==> config.mk <==
export PLATFORM = sky130hd
export DESIGN_NAME = boot_sequencer_flat
export DESIGN_NICKNAME = d
export VERILOG_FILES = /design/src/rtl/boot_sequencer_if.sv /design/src/rtl/boot_sequencer.sv /design/src/flat_wrapper.sv
export SDC_FILE = /design/constraint.sdc
export NUM_CORES = 1
export LEC_CHECK = 0
export CAP_MARGIN = 10
export CORE_AREA = 2 2 117 119
export CTS_CLUSTER_SIZE = 28
export DETAILED_ROUTE_END_ITERATION = 8
export DIE_AREA = 0 0 119 121
export GPL_ROUTABILITY_DRIVEN = 0
export PLACE_DENSITY = 0.76
export SLEW_MARGIN = 10
export SYNTH_ARGS = -nofsm -noshare
export SYNTH_HDL_FRONTEND = slang
export SYNTH_SLANG_ARGS = --single-unit
==> constraint.sdc <==
create_clock -name i_clk -period 3.15 [get_ports i_clk]
set_input_delay 0.7875 -clock i_clk [delete_from_list [all_inputs] [get_ports i_clk]]
set_output_delay 0.7875 -clock i_clk [all_outputs]
set_load 0.05 [all_outputs]
==> src/rtl/boot_sequencer_if.sv <==
// Boot sequencer bus interface.
// Groups every non-clock/reset signal of the boot sequencer:
//   CPU fetch port : cpu_rst, cpu_stall, cpu_iaddr, cpu_idata
//   start-up ROM   : rom_addr, rom_data, rom_done
//   instr RAM      : ram_addr, ram_rdata, ram_we, ram_wdata
//   loader stream  : ld_valid, ld_data, ld_last, ld_ready
//   status         : state, load_count
// slave  : seen by the sequencer itself
// master : seen by the surrounding system (CPU, ROM, RAM, loader)
interface boot_sequencer_if;
  logic        cpu_rst;
  logic        cpu_stall;
  logic [31:0] cpu_iaddr;
  logic [31:0] cpu_idata;
  logic [31:0] rom_addr;
  logic [31:0] rom_data;
  logic        rom_done;
  logic [31:0] ram_addr;
  logic [31:0] ram_rdata;
  logic        ram_we;
  logic [31:0] ram_wdata;
  logic        ld_valid;
  logic [31:0] ld_data;
  logic        ld_last;
  logic        ld_ready;
  logic [1:0]  state;
  logic [31:0] load_count;

  modport slave (
    input  cpu_iaddr, rom_data, rom_done, ram_rdata, ld_valid, ld_data, ld_last,
    output cpu_rst, cpu_stall, cpu_idata, rom_addr, ram_addr, ram_we, ram_wdata,
           ld_ready, state, load_count
  );

  modport master (
    output cpu_iaddr, rom_data, rom_done, ram_rdata, ld_valid, ld_data, ld_last,
    input  cpu_rst, cpu_stall, cpu_idata, rom_addr, ram_addr, ram_we, ram_wdata,
           ld_ready, state, load_count
  );
endinterface

==> src/rtl/boot_sequencer.sv <==
// Boot sequencer: owns instruction-fetch sequencing from power-on to normal run.
//   HOLD     : CPU held in reset for RESET_HOLD cycles.
//   ROM_EXEC : fetches served by the start-up ROM until it reports done.
//   LOAD     : CPU stalled while the loader streams words into instruction RAM.
//   RUN      : fetches served by instruction RAM until the next reset.
// Ports:
//   i_clk  : system clock, all logic on posedge
//   i_rst  : synchronous active-high reset
//   io_bus : boot_sequencer_if.slave (CPU, ROM, RAM, loader and status signals)
module boot_sequencer #(
  parameter int unsigned RESET_HOLD     = 16,
  parameter int unsigned LOAD_WORDS_MAX = 1024,
  parameter logic [31:0] NOP_WORD       = 32'h00000013
) (
  input  logic             i_clk,
  input  logic             i_rst,
  boot_sequencer_if.slave  io_bus
);

  localparam logic [31:0] HoldLast = 32'(RESET_HOLD - 1);
  localparam logic [31:0] LoadLast = 32'(LOAD_WORDS_MAX - 1);

  typedef enum logic [1:0] {
    StHold    = 2'd0,
    StRomExec = 2'd1,
    StLoad    = 2'd2,
    StRun     = 2'd3
  } state_e;

  // Source of the word returned to the CPU this cycle, chosen last cycle so it
  // lines up with the 1-cycle latency of ROM and RAM.
  typedef enum logic [1:0] {
    SrcNone = 2'd0,
    SrcRom  = 2'd1,
    SrcRam  = 2'd2
  } src_e;

  state_e      r_state, w_state_d;
  src_e        r_src, w_src_d;
  logic [31:0] r_hold_cnt, w_hold_cnt_d;
  logic [31:0] r_load_count, w_load_count_d;

  always_ff @(posedge i_clk) begin
    if (i_rst) begin
      r_state      <= StHold;
      r_src        <= SrcNone;
      r_hold_cnt   <= '0;
      r_load_count <= '0;
    end else begin
      r_state      <= w_state_d;
      r_src        <= w_src_d;
      r_hold_cnt   <= w_hold_cnt_d;
      r_load_count <= w_load_count_d;
    end
  end

  always_comb begin
    w_state_d        = r_state;
    w_src_d          = r_src;
    w_hold_cnt_d     = r_hold_cnt;
    w_load_count_d   = r_load_count;
    io_bus.cpu_rst   = 1'b0;
    io_bus.cpu_stall = 1'b0;
    io_bus.rom_addr  = '0;
    io_bus.ram_addr  = '0;
    io_bus.ram_we    = 1'b0;
    io_bus.ram_wdata = '0;
    io_bus.ld_ready  = 1'b0;

    unique case (r_state)
      StHold: begin
        io_bus.cpu_rst = 1'b1;
        w_hold_cnt_d   = r_hold_cnt + 32'd1;
        if (r_hold_cnt == HoldLast) begin
          w_state_d = StRomExec;
        end
      end

      StRomExec: begin
        io_bus.rom_addr = io_bus.cpu_iaddr;
        if (io_bus.rom_done) begin
          // The jump in rom_data this cycle is still delivered; NOPs follow.
          w_state_d = StLoad;
          w_src_d   = SrcNone;
        end else begin
          w_src_d = SrcRom;
        end
      end

      StLoad: begin
        io_bus.cpu_stall = 1'b1;
        io_bus.ld_ready  = 1'b1;
        io_bus.ram_addr  = r_load_count << 2;
        io_bus.ram_wdata = io_bus.ld_data;
        if (io_bus.ld_valid) begin
          io_bus.ram_we  = 1'b1;
          w_load_count_d = r_load_count + 32'd1;
          if (io_bus.ld_last || (r_load_count == LoadLast)) begin
            w_state_d = StRun;
          end
        end
      end

      StRun: begin
        io_bus.ram_addr = io_bus.cpu_iaddr;
        w_src_d         = SrcRam;
      end
    endcase
  end

  always_comb begin
    case (r_src)
      SrcRom:  io_bus.cpu_idata = io_bus.rom_data;
      SrcRam:  io_bus.cpu_idata = io_bus.ram_rdata;
      default: io_bus.cpu_idata = NOP_WORD;
    endcase
  end

  assign io_bus.state      = r_state;
  assign io_bus.load_count = r_load_count;

endmodule

==> src/flat_wrapper.sv <==
// flat-port wrapper written by rule: the top's interface ports become plain ports
module boot_sequencer_flat 
#(
  parameter int unsigned RESET_HOLD     = 16,
  parameter int unsigned LOAD_WORDS_MAX = 1024,
  parameter logic [31:0] NOP_WORD       = 32'h00000013
)
  (i_clk, i_rst, io_bus_cpu_iaddr, io_bus_rom_data, io_bus_rom_done, io_bus_ram_rdata, io_bus_ld_valid, io_bus_ld_data, io_bus_ld_last, io_bus_cpu_rst, io_bus_cpu_stall, io_bus_cpu_idata, io_bus_rom_addr, io_bus_ram_addr, io_bus_ram_we, io_bus_ram_wdata, io_bus_ld_ready, io_bus_state, io_bus_load_count);
  boot_sequencer_if io_bus_i ();
  input  logic i_clk;
  input  logic i_rst;
  input wire logic [$bits(io_bus_i.cpu_iaddr)-1:0] io_bus_cpu_iaddr;
  input wire logic [$bits(io_bus_i.rom_data)-1:0] io_bus_rom_data;
  input wire logic [$bits(io_bus_i.rom_done)-1:0] io_bus_rom_done;
  input wire logic [$bits(io_bus_i.ram_rdata)-1:0] io_bus_ram_rdata;
  input wire logic [$bits(io_bus_i.ld_valid)-1:0] io_bus_ld_valid;
  input wire logic [$bits(io_bus_i.ld_data)-1:0] io_bus_ld_data;
  input wire logic [$bits(io_bus_i.ld_last)-1:0] io_bus_ld_last;
  output wire logic [$bits(io_bus_i.cpu_rst)-1:0] io_bus_cpu_rst;
  output wire logic [$bits(io_bus_i.cpu_stall)-1:0] io_bus_cpu_stall;
  output wire logic [$bits(io_bus_i.cpu_idata)-1:0] io_bus_cpu_idata;
  output wire logic [$bits(io_bus_i.rom_addr)-1:0] io_bus_rom_addr;
  output wire logic [$bits(io_bus_i.ram_addr)-1:0] io_bus_ram_addr;
  output wire logic [$bits(io_bus_i.ram_we)-1:0] io_bus_ram_we;
  output wire logic [$bits(io_bus_i.ram_wdata)-1:0] io_bus_ram_wdata;
  output wire logic [$bits(io_bus_i.ld_ready)-1:0] io_bus_ld_ready;
  output wire logic [$bits(io_bus_i.state)-1:0] io_bus_state;
  output wire logic [$bits(io_bus_i.load_count)-1:0] io_bus_load_count;
  assign io_bus_i.cpu_iaddr = io_bus_cpu_iaddr;
  assign io_bus_i.rom_data = io_bus_rom_data;
  assign io_bus_i.rom_done = io_bus_rom_done;
  assign io_bus_i.ram_rdata = io_bus_ram_rdata;
  assign io_bus_i.ld_valid = io_bus_ld_valid;
  assign io_bus_i.ld_data = io_bus_ld_data;
  assign io_bus_i.ld_last = io_bus_ld_last;
  assign io_bus_cpu_rst = io_bus_i.cpu_rst;
  assign io_bus_cpu_stall = io_bus_i.cpu_stall;
  assign io_bus_cpu_idata = io_bus_i.cpu_idata;
  assign io_bus_rom_addr = io_bus_i.rom_addr;
  assign io_bus_ram_addr = io_bus_i.ram_addr;
  assign io_bus_ram_we = io_bus_i.ram_we;
  assign io_bus_ram_wdata = io_bus_i.ram_wdata;
  assign io_bus_ld_ready = io_bus_i.ld_ready;
  assign io_bus_state = io_bus_i.state;
  assign io_bus_load_count = io_bus_i.load_count;
  boot_sequencer #(.RESET_HOLD(RESET_HOLD), .LOAD_WORDS_MAX(LOAD_WORDS_MAX), .NOP_WORD(NOP_WORD)) u_core (.i_clk(i_clk), .i_rst(i_rst), .io_bus(io_bus_i));
endmodule
After elaboration in Yosys (flattened, before gate mapping)

Index checks and enable logic that the tools add are counted.

Output and inout port bits: 166
Bits in registers: 68
Word-level logic and storage cells: 38
Bits in read-only memories: 0
Memories kept: 0
Latch bits: 0
Bits in writable memories: 0

$add $sub $neg: 2
Reductions and logical operators: 6
Multiplexer cells: 15
Multipliers: 0
Shift operators: 0
Equal/unequal tests: 11
Order comparisons: 0
Div/mod/pow operators: 0
Bitwise logic cells: 0

Operators by type and width:

| operator                                               | number |
|---|---|
| case mux 32 bit (2 select lines)                       | 2 |
| adder 32 x 1 -> 32 bit (second input constant)         | 2 |
| 2-to-1 mux 32 bit                                      | 2 |
| equality test 32 x 10 -> 1 bit (second input constant) | 1 |
| equality test 32 x 4 -> 1 bit (second input constant)  | 1 |
| 2-to-1 mux 2 bit                                       | 4 |
| equality test 2 bit (second input constant)            | 3 |
| case mux 2 bit (3 select lines)                        | 1 |
| 2-to-1 mux 1 bit                                       | 5 |
| AND reduction 5 bit                                    | 1 |
| equality test 2 x 1 -> 1 bit (second input constant)   | 2 |
| != test 2 x 1 -> 1 bit (second input constant)         | 2 |
| != test 2 bit (second input constant)                  | 2 |
| case mux 2 bit (2 select lines)                        | 1 |
| nonzero test 3 bit                                     | 1 |
| zero test 2 bit                                        | 1 |
| AND reduction 2 bit                                    | 1 |
| nonzero test 2 bit                                     | 1 |
| logical OR 1 bit                                       | 1 |

Longest topological paths before layout

Gate-level depths: netlist of the first run.

Word-level depth: 5
Mapped depth: 8
Gate-level depth less buffers: 7

Worst setup path before layout of the first run

OpenSTA, ideal clock, no wires.

Path type: register -> output
From: reg u_core.r_state[1], in the netlist u_core.io_bus.state[1]
To: out io_bus_ram_addr[10]
Slack: -0.333 ns
Cell stages (with the launch flop): 5
Data arrival time: 2.696 ns
Path through: dfxtp_1 > ha_1 > buf_2 > inv_1 > o21ai_0

Longest elaborated chain between the ends: 2

Ends and longest elaborated chain:

| what                                 | RTL line             | text |
|---|---|---|
| start, declared                      | boot_sequencer.sv:38 | `state_e r_state, w_state_d;` |
| start signal, assigned               | boot_sequencer.sv:45 | `r_state <= StHold;` |
| start signal, assigned               | boot_sequencer.sv:50 | `r_state <= w_state_d;` |
| equality test 2 bit                  | boot_sequencer.sv:70 | `unique case (r_state)` |
| case mux 32 bit (2 select lines) (*) | boot_sequencer.sv:70 |  |
| end, declared                        | flat_wrapper.sv:23   | `output wire logic [$bits(io_bus_i.ram_addr)-1:0] io_bus_ram_addr;` |

Every way passes the cells marked *; elsewhere a longest branch is shown, timed or not.

Worst setup path in the final report of the first run

From: reg u_core.r_src[0]
To: out io_bus_cpu_idata[9]

Longest elaborated chain between the ends: 2

Ends and longest elaborated chain:

| what                                                                       | RTL line              | text |
|---|---|---|
| start, declared                                                            | boot_sequencer.sv:39  | `src_e r_src, w_src_d;` |
| start signal, assigned                                                     | boot_sequencer.sv:46  | `r_src <= SrcNone;` |
| start signal, assigned                                                     | boot_sequencer.sv:51  | `r_src <= w_src_d;` |
| equality test 2 bit / equality test 2 x 1 -> 1 bit (equally long branches) | boot_sequencer.sv:112 | `case (r_src)` |
| case mux 32 bit (2 select lines) (*)                                       | boot_sequencer.sv:112 |  |
| end, declared                                                              | flat_wrapper.sv:21    | `output wire logic [$bits(io_bus_i.cpu_idata)-1:0] io_bus_cpu_idata;` |

Marked as above.

==> metrics, run 1 <==
run status=complete, no violations; endpoint with the worst hold slack=u_core.r_hold_cnt[31]; cell count of the worst reg-to-reg path=8; wire length reported by the detailed router=18,820 um; Worst Path Arrival=2.12 ns; number of standard cells after synthesis=559; post-detailed-route wirelength per cell=18.31 um; power density normalized to cell area=310.8 nW/um^2; number of global-route vias before repair=5,530; Final Slew Violations=0; TritonCTS Buffers=9; number of buffers added on ports=298; number of top-level design ports=299; CTS tree=yes; initial core utilization=33.26%; Critical Path Slowest Stage Cell=ha_1; startpoint of the most critical register-to-register path=u_core.io_bus.state[0]; worst reg-to-reg setup slack=0.58 ns; WP buf/inv=3; Worst setup EP type=primary output; signed area change from the synthesized netlist to the final layout=110.8%; antenna violations before repair=0; antenna viol nets, final=0; fraction of final layout cells with drive strength greater than 1=20.07%; Max clock buf depth=2; First DRT Iteration DRCs=265; total routing usage reported by global routing=25.35%; CP Cell Sequence=inv_1 > ha_1 > buf_4 > a22oi_1 > nor2_1 > buf_12; period utilization=92.15%; Most Crowded Layer GR=met2; Overall Power=2.850 mW; Max Cap Violations=0; Multi-input gate area=2799 um^2; class of the most critical setup path=flop to primary output; worst path required time=2.36 ns; flip-flop cell with the highest count after synthesis=dfxtp_1; GRT met2 Usage=46.98%; placeable core area=13,090 um^2; vertical extent of the die=121 um; maximum fanout along the worst path=20; area of the die=14,400 um^2; first-pass GRT wire length=29,290 um; cells resized by post-CTS repair=0; CP peak stage delay=0.63 ns; final critical path time including I/O delays and setup=2.903 ns; Slew HR=34.92%; number of sinks driven by the clock tree=68; Cells on Worst Hold Path=2; flip-flop and latch count after synthesis=68; count of fill cells added during filler insertion=915; Worst Hold Slack=0.5035 ns; post-CTS setup repair buffer count=0; worst-case clock skew=0.007993 ns; peak ir drop on the vdd network=0.2105 mV; launching element type of the critical path=flop; # diodes=0; hold buffer count at cts=0; Distinct cells, synth=40; Sequential cell area=1361 um^2; number of placement rows=42; Die Width=119 um; post-synthesis average cell area=7.785 um^2; Worst Max-Slew Pin Slew=0.9762 ns; final count of negative-setup-slack endpoints=0; Clock Tree Root=clkbuf_16; total negative slack=0 ns; met1 track demand over resource in global routing=28.53%; total number of vias=5,357; Max Freq=344.5 MHz; synthesized net count=701; pin count of the biggest net entering global routing=41; final instance area=9173 um^2; Setup WS pre-CTS=0.3836 ns; synthesis warning total=0; Clock Pin Slew Worst Setup and Hold Paths=0.06 ns; fraction of synthesis flops using an asynchronous set or reset pin=0%; number of enable flip-flop cells after synthesis=0; unrepaired setup endpoints after global routing=false; Worst Hold Launch=u_core.r_hold_cnt[31]; CP delay by family, top=adder cells; mapped cell area=4352 um^2; Final Worst Setup Slack=0.2474 ns; maximum level of the CTS H-tree=3; 1st-pass router iterations=4; HPWL reported at the end of detailed placement=14,760 um; sequential cell area fraction in the yosys report=31.28%; met3 usage=6.720%; final net count=989; total cell area at the placement stage=8838 um^2; total overflow reported by the global router=0; final number of hold-violating endpoints=0; detailed-route vias per instance=5.211; DRC errors left=0; reported leakage power=3.422 nW; clock insertion delay at the later pin of the skew report=0.33 ns; worst hold-check path type=flop to flop; worst reg2reg path endpoint=u_core.io_bus.load_count[31]
-- cells by family (layout without fill, tap and decap cells) --
| group | count (synthesis) | in the layout | synth area share, % |
|---|---|---|---|
| buffers and inverters | 50 | 343 | 4.457 |
| DFF | 68 | 68 | 31.28 |
| muxes | 3 | 3 | 0.7188 |
| adders and majority gates | 9 | 9 | 2.588 |
| and+or+nand+nor | 288 | 288 | 35.80 |
| AOI/OAI and AO/OA | 90 | 90 | 14.89 |
| xor gates and xnor gates | 51 | 51 | 10.26 |
-- cells in the mapped netlist, drive strengths merged, types with 8 or more instances --
cell type  instances  area (um^2)
a21oi             13        65.06
a22o              26        227.7
a22oi             29        217.7
and2              70        437.9
and3               9        56.30
and4               8        70.07
clkbuf            32        120.1
dfxtp             68         1361
ha                 9        112.6
inv               13        48.80
nand2             28        105.1
nand3             20        100.1
nand4             23        150.1
nor2              91        341.6
nor4              13        126.4
o21ai             14        70.06
or3               11        68.82
xnor2             15        131.4
xor2              36        315.3
-- state kept, by name, indices dropped and copies added, names as in the netlist --
name	cells
u_core.io_bus.load_count	32
u_core.r_hold_cnt	32
u_core.io_bus.state	2
u_core.r_src	2
-- cells in the final DEF (no fill, tap or decap), types with 2 or more instances in the layout --
cell type        synthesis  final
a21oi_1                 13     13
a221o_1                  3      3
a22o_1                  26     26
a22oi_1                 29     29
and2_1                  70     70
and3_1                   9      9
and4_1                   8      8
buf_12                   0    131
buf_4                    1     16
bufinv_16                0      2
clkbuf_16                0      9
clkdlybuf4s50_1          0    166
clkinv_4                 0      3
dfxtp_1                 68     68
ha_1                     9      8
inv_1                   11     11
inv_2                    2      2
mux2i_1                  2      2
nand2_1                 28     28
nand2b_1                 3      3
nand3_1                 20     20
nand4_1                 22     22
nor2_1                  91     91
nor3_1                   4      4
nor4_1                  10     10
nor4_4                   3      3
nor4b_1                  2      2
o21ai_0                  5      5
o21ai_1                  9      9
or3_1                   11     11
or4_1                    4      4
xnor2_1                 15     15
xor2_1                  36     36
-- worst max path at each step --
stage               depth (start not counted)                   start  slack [ns]                            to
floorplan                                   4  u_core.io_bus.state[1]       -0.19           io_bus_ram_addr[10]
global placement                            6         io_bus_ld_valid        0.41  u_core.io_bus.load_count[31]
detailed placement                          6         io_bus_ld_valid        0.38  u_core.io_bus.load_count[31]
CTS                                         4         u_core.r_src[0]        0.24           io_bus_cpu_idata[1]
global route                                5         u_core.r_src[1]        0.11           io_bus_cpu_idata[9]
finish                                      6         u_core.r_src[0]        0.25           io_bus_cpu_idata[9]
-- worst min-delay path, delay by kind of cell (launching register included) --
| family | cells | cell delay, ns |
|---|---|---|
| DFF | 1 | 0.31 |
| AOI/OAI and AO/OA | 2 | 0.14 |
-- power breakdown --
part	total (mW)	switching (mW)	internal (mW)
combinational	0.855	0.428	0.427
sequential	0.895	0.0188	0.876
clock	1.10	0.380	0.721
total	2.85	0.827	2.02
-- cell type report --
cell class	instances	area share [%]
inverter	13	0.5320
clock inverter	6	1.037
timing repair buffer	314	48.07
tap	176	2.401
sequential	68	14.84
multi-input combinational	441	30.51
clock buffer	10	2.605
-- stage by stage --
step / cells / utilization (%)
floorplan: 559 / -
global placement: 1012 / 67.55
detailed placement: 1012 / 67.55
CTS: 1028 / 70.10
global route: 1028 / 70.10
finish: 1028 / 70.10
-- layer usage --
metal  wire [um]  up-vias
met2        9849      249
met1        7144     2537
li1            -     2540
met5           0        -
met4         339        0
met3        1489       31
No activity file was read; power rests on OpenSTA's default activity.
==> run 2: changes to the inputs <==
--- a/config.mk
+++ b/config.mk
@@ -12,6 +12,7 @@
 export DIE_AREA = 0 0 119 121
 export GPL_ROUTABILITY_DRIVEN = 0
 export PLACE_DENSITY = 0.76
+export RECOVER_POWER = 50
 export SLEW_MARGIN = 10
 export SYNTH_ARGS = -nofsm -noshare
 export SYNTH_HDL_FRONTEND = slang
==> metrics, run 2 (synthesized netlist as in run 1, its figures left out) <==
run status=complete, no violations (unchanged); Non-Filler Instances=1,028 (unchanged); Worst Path Arrival=2.11 ns (was 2.12 ns); peak ir drop on the vdd network=0.2101 mV (was 0.2105 mV); Clock Tree Root=clkbuf_16 (unchanged); Max Cap Violations=0 (unchanged); period utilization=91.92% (was 92.15%); TritonCTS Buffers=9 (unchanged); area of the die=14,400 um^2 (unchanged); final number of hold-violating endpoints=0 (unchanged); cells resized by post-CTS repair=0 (unchanged); Cells on Worst Hold Path=2 (unchanged); Final Slew Violations=0 (unchanged); leading cell types in the layout, fill and taps excluded=clkdlybuf4s50_1, buf_12, nor2_1 (unchanged); pin count of the biggest net entering global routing=41 (unchanged); instance count after placement with tap cells included=1,012 (unchanged); post-CTS setup repair buffer count=0 (unchanged); utilization after layout=69.10% (was 70.10%); portion of total power attributed to combinational logic=29.9% (was 30.0%); cell count of the worst reg-to-reg path=8 (unchanged); placeable core area=13,090 um^2 (unchanged); total routing usage reported by global routing=25.35% (unchanged); detailed-route vias per instance=5.231 (was 5.211); wire length reported by the detailed router=18,810 um (was 18,820 um); class of the most critical setup path=flop to primary output (unchanged); antenna violations before repair=0 (unchanged); power dissipated by switching net loads=826.7 uW (about the same); worst reg-to-reg setup slack=0.36 ns (was 0.58 ns); clock insertion delay at the later pin of the skew report=0.33 ns (about the same); maximum fanout along the worst path=32 (was 20); most frequent standard cell in the layout excluding fill and tap cells=clkdlybuf4s50_1 (unchanged); number of buffers added on ports=298 (unchanged); launching element type of the critical path=flop (unchanged); # diodes=0 (unchanged); number of placement rows=42 (unchanged); final count of negative-setup-slack endpoints=0 (unchanged); fraction of final layout cells with drive strength greater than 1=18.66% (was 20.07%); CTS tree=yes (unchanged); worst-case clock skew=0.009462 ns (was 0.007993 ns); power density normalized to cell area=314.8 nW/um^2 (was 310.8 nW/um^2); worst reg2reg path endpoint=u_core.io_bus.load_count[31] (unchanged); worst path required time=2.36 ns (about the same); startpoint of the most critical register-to-register path=u_core.io_bus.state[0] (unchanged); total cell area at the placement stage=8838 um^2 (unchanged); worst hold-check path type=flop to flop (unchanged); final instance area=9041 um^2 (was 9173 um^2); Slew HR=34.50% (was 34.92%); internal cell power=2.020 mW (was 2.024 mW); Worst setup EP type=primary output (unchanged); 1st-pass router iterations=7 (was 4); vertical extent of the die=121 um (unchanged); total number of vias=5,377 (was 5,357); number of sinks driven by the clock tree=68 (unchanged); endpoint with the worst hold slack=u_core.r_hold_cnt[31] (unchanged); Max Freq=345.4 MHz (was 344.5 MHz); share of power burned in the clock network=38.7% (was 38.6%); reported leakage power=3.447 nW (was 3.422 nW); Final Worst Setup Slack=0.2545 ns (was 0.2474 ns); total negative slack=0 ns (unchanged); Max clock buf depth=2 (unchanged); Worst Hold Launch=u_core.r_hold_cnt[31] (unchanged); Setup WS pre-CTS=0.3836 ns (unchanged); final critical path time including I/O delays and setup=2.895 ns (was 2.903 ns); Die Width=119 um (unchanged); post-detailed-route wirelength per cell=18.30 um (was 18.31 um); final net count=989 (unchanged); first-pass GRT wire length=29,290 um (unchanged); First DRT Iteration DRCs=267 (was 265); Sequential Power Share=31.4% (about the same); number of top-level design ports=299 (unchanged); antenna viol nets, final=0 (unchanged); number of global-route vias before repair=5,530 (unchanged); total overflow reported by the global router=0 (unchanged); net switching share of the total power=29.04% (was 29.00%); signed area change from the synthesized netlist to the final layout=107.8% (was 110.8%); initial core utilization=33.26% (unchanged); unrepaired setup endpoints after global routing=false (unchanged); DRC errors left=0 (unchanged); Clock Pin Slew Worst Setup and Hold Paths=0.06 ns (about the same); maximum level of the CTS H-tree=3 (unchanged); HPWL reported at the end of detailed placement=14,760 um (unchanged); Worst Max-Slew Pin Slew=0.9826 ns (was 0.9762 ns); hold buffer count at cts=0 (unchanged)
## run 2: cell types whose count changed in the layout (fill, tap and decap cells not counted), sizes merged
| cell | change |
|---|---|
| clkdlybuf4s50 | -34 |
| clkbuf | +8 |
| buf | -8 |
| dlygate4sd3 | +34 |
## run 2: worst max-delay path by stage
stage	startpoint	to	slack [ns]	cells after the start
5_1_grt	u_core.r_src[1]	io_bus_cpu_idata[9]	0.11	5
4_1_cts	u_core.r_src[0]	io_bus_cpu_idata[1]	0.24	4
6_report	u_core.r_src[0]	io_bus_cpu_idata[9]	0.25	4
3_3_place_gp	io_bus_ld_valid	u_core.io_bus.load_count[31]	0.41	6
3_5_place_dp	io_bus_ld_valid	u_core.io_bus.load_count[31]	0.38	6
2_1_floorplan	u_core.io_bus.state[1]	io_bus_ram_addr[10]	-0.19	4
## run 2: worst max-delay path, stage by stage, from the launching register on
cell     delay, ns
dfxtp_1       0.36
inv_1         0.05
ha_1          0.93
nor2_1        0.21
buf_12        0.21
## run 2: area by class of cell
class                   instances  area [um^2]
repair buffers                314         4332
clock inverters                 6        95.09
inverters                      13        48.80
well taps                     176        220.2
flip-flops and latches         68         1361
clock buffers                  10        239.0
multi-input cells             441         2745
fillers                       940         4044
## run 2: per-stage QoR
stage / hold WS, ns / power, mW
3_5_place_dp: 0.4992 / 1.769
2_1_floorplan: 0.4635 / 1.296
5_1_grt: 0.5388 / 2.932
3_3_place_gp: 0.4736 / 1.753
6_report: 0.5034 / 2.847
4_1_cts: 0.5081 / 2.861
## run 2: power by group through the flow
| stage | clock [mW] | sequential, mW | combinational (mW) |
|---|---|---|---|
| finish | 1.10 | 0.895 | 0.850 |
| global route | 1.14 | 0.898 | 0.889 |
| CTS | 1.11 | 0.894 | 0.860 |
| detailed placement | 0 | 0.913 | 0.856 |
| global placement | 0 | 0.911 | 0.843 |
| floorplan | 0 | 0.918 | 0.378 |
## run 2: layer usage
layer  up-vias  wire [um]  GRT usage [%]
met5         -          0              0
met4         0        359          6.994
met3        30       1554          6.720
met2       256       9745          46.98
met1      2555       7147          28.53
li1       2536          -              -
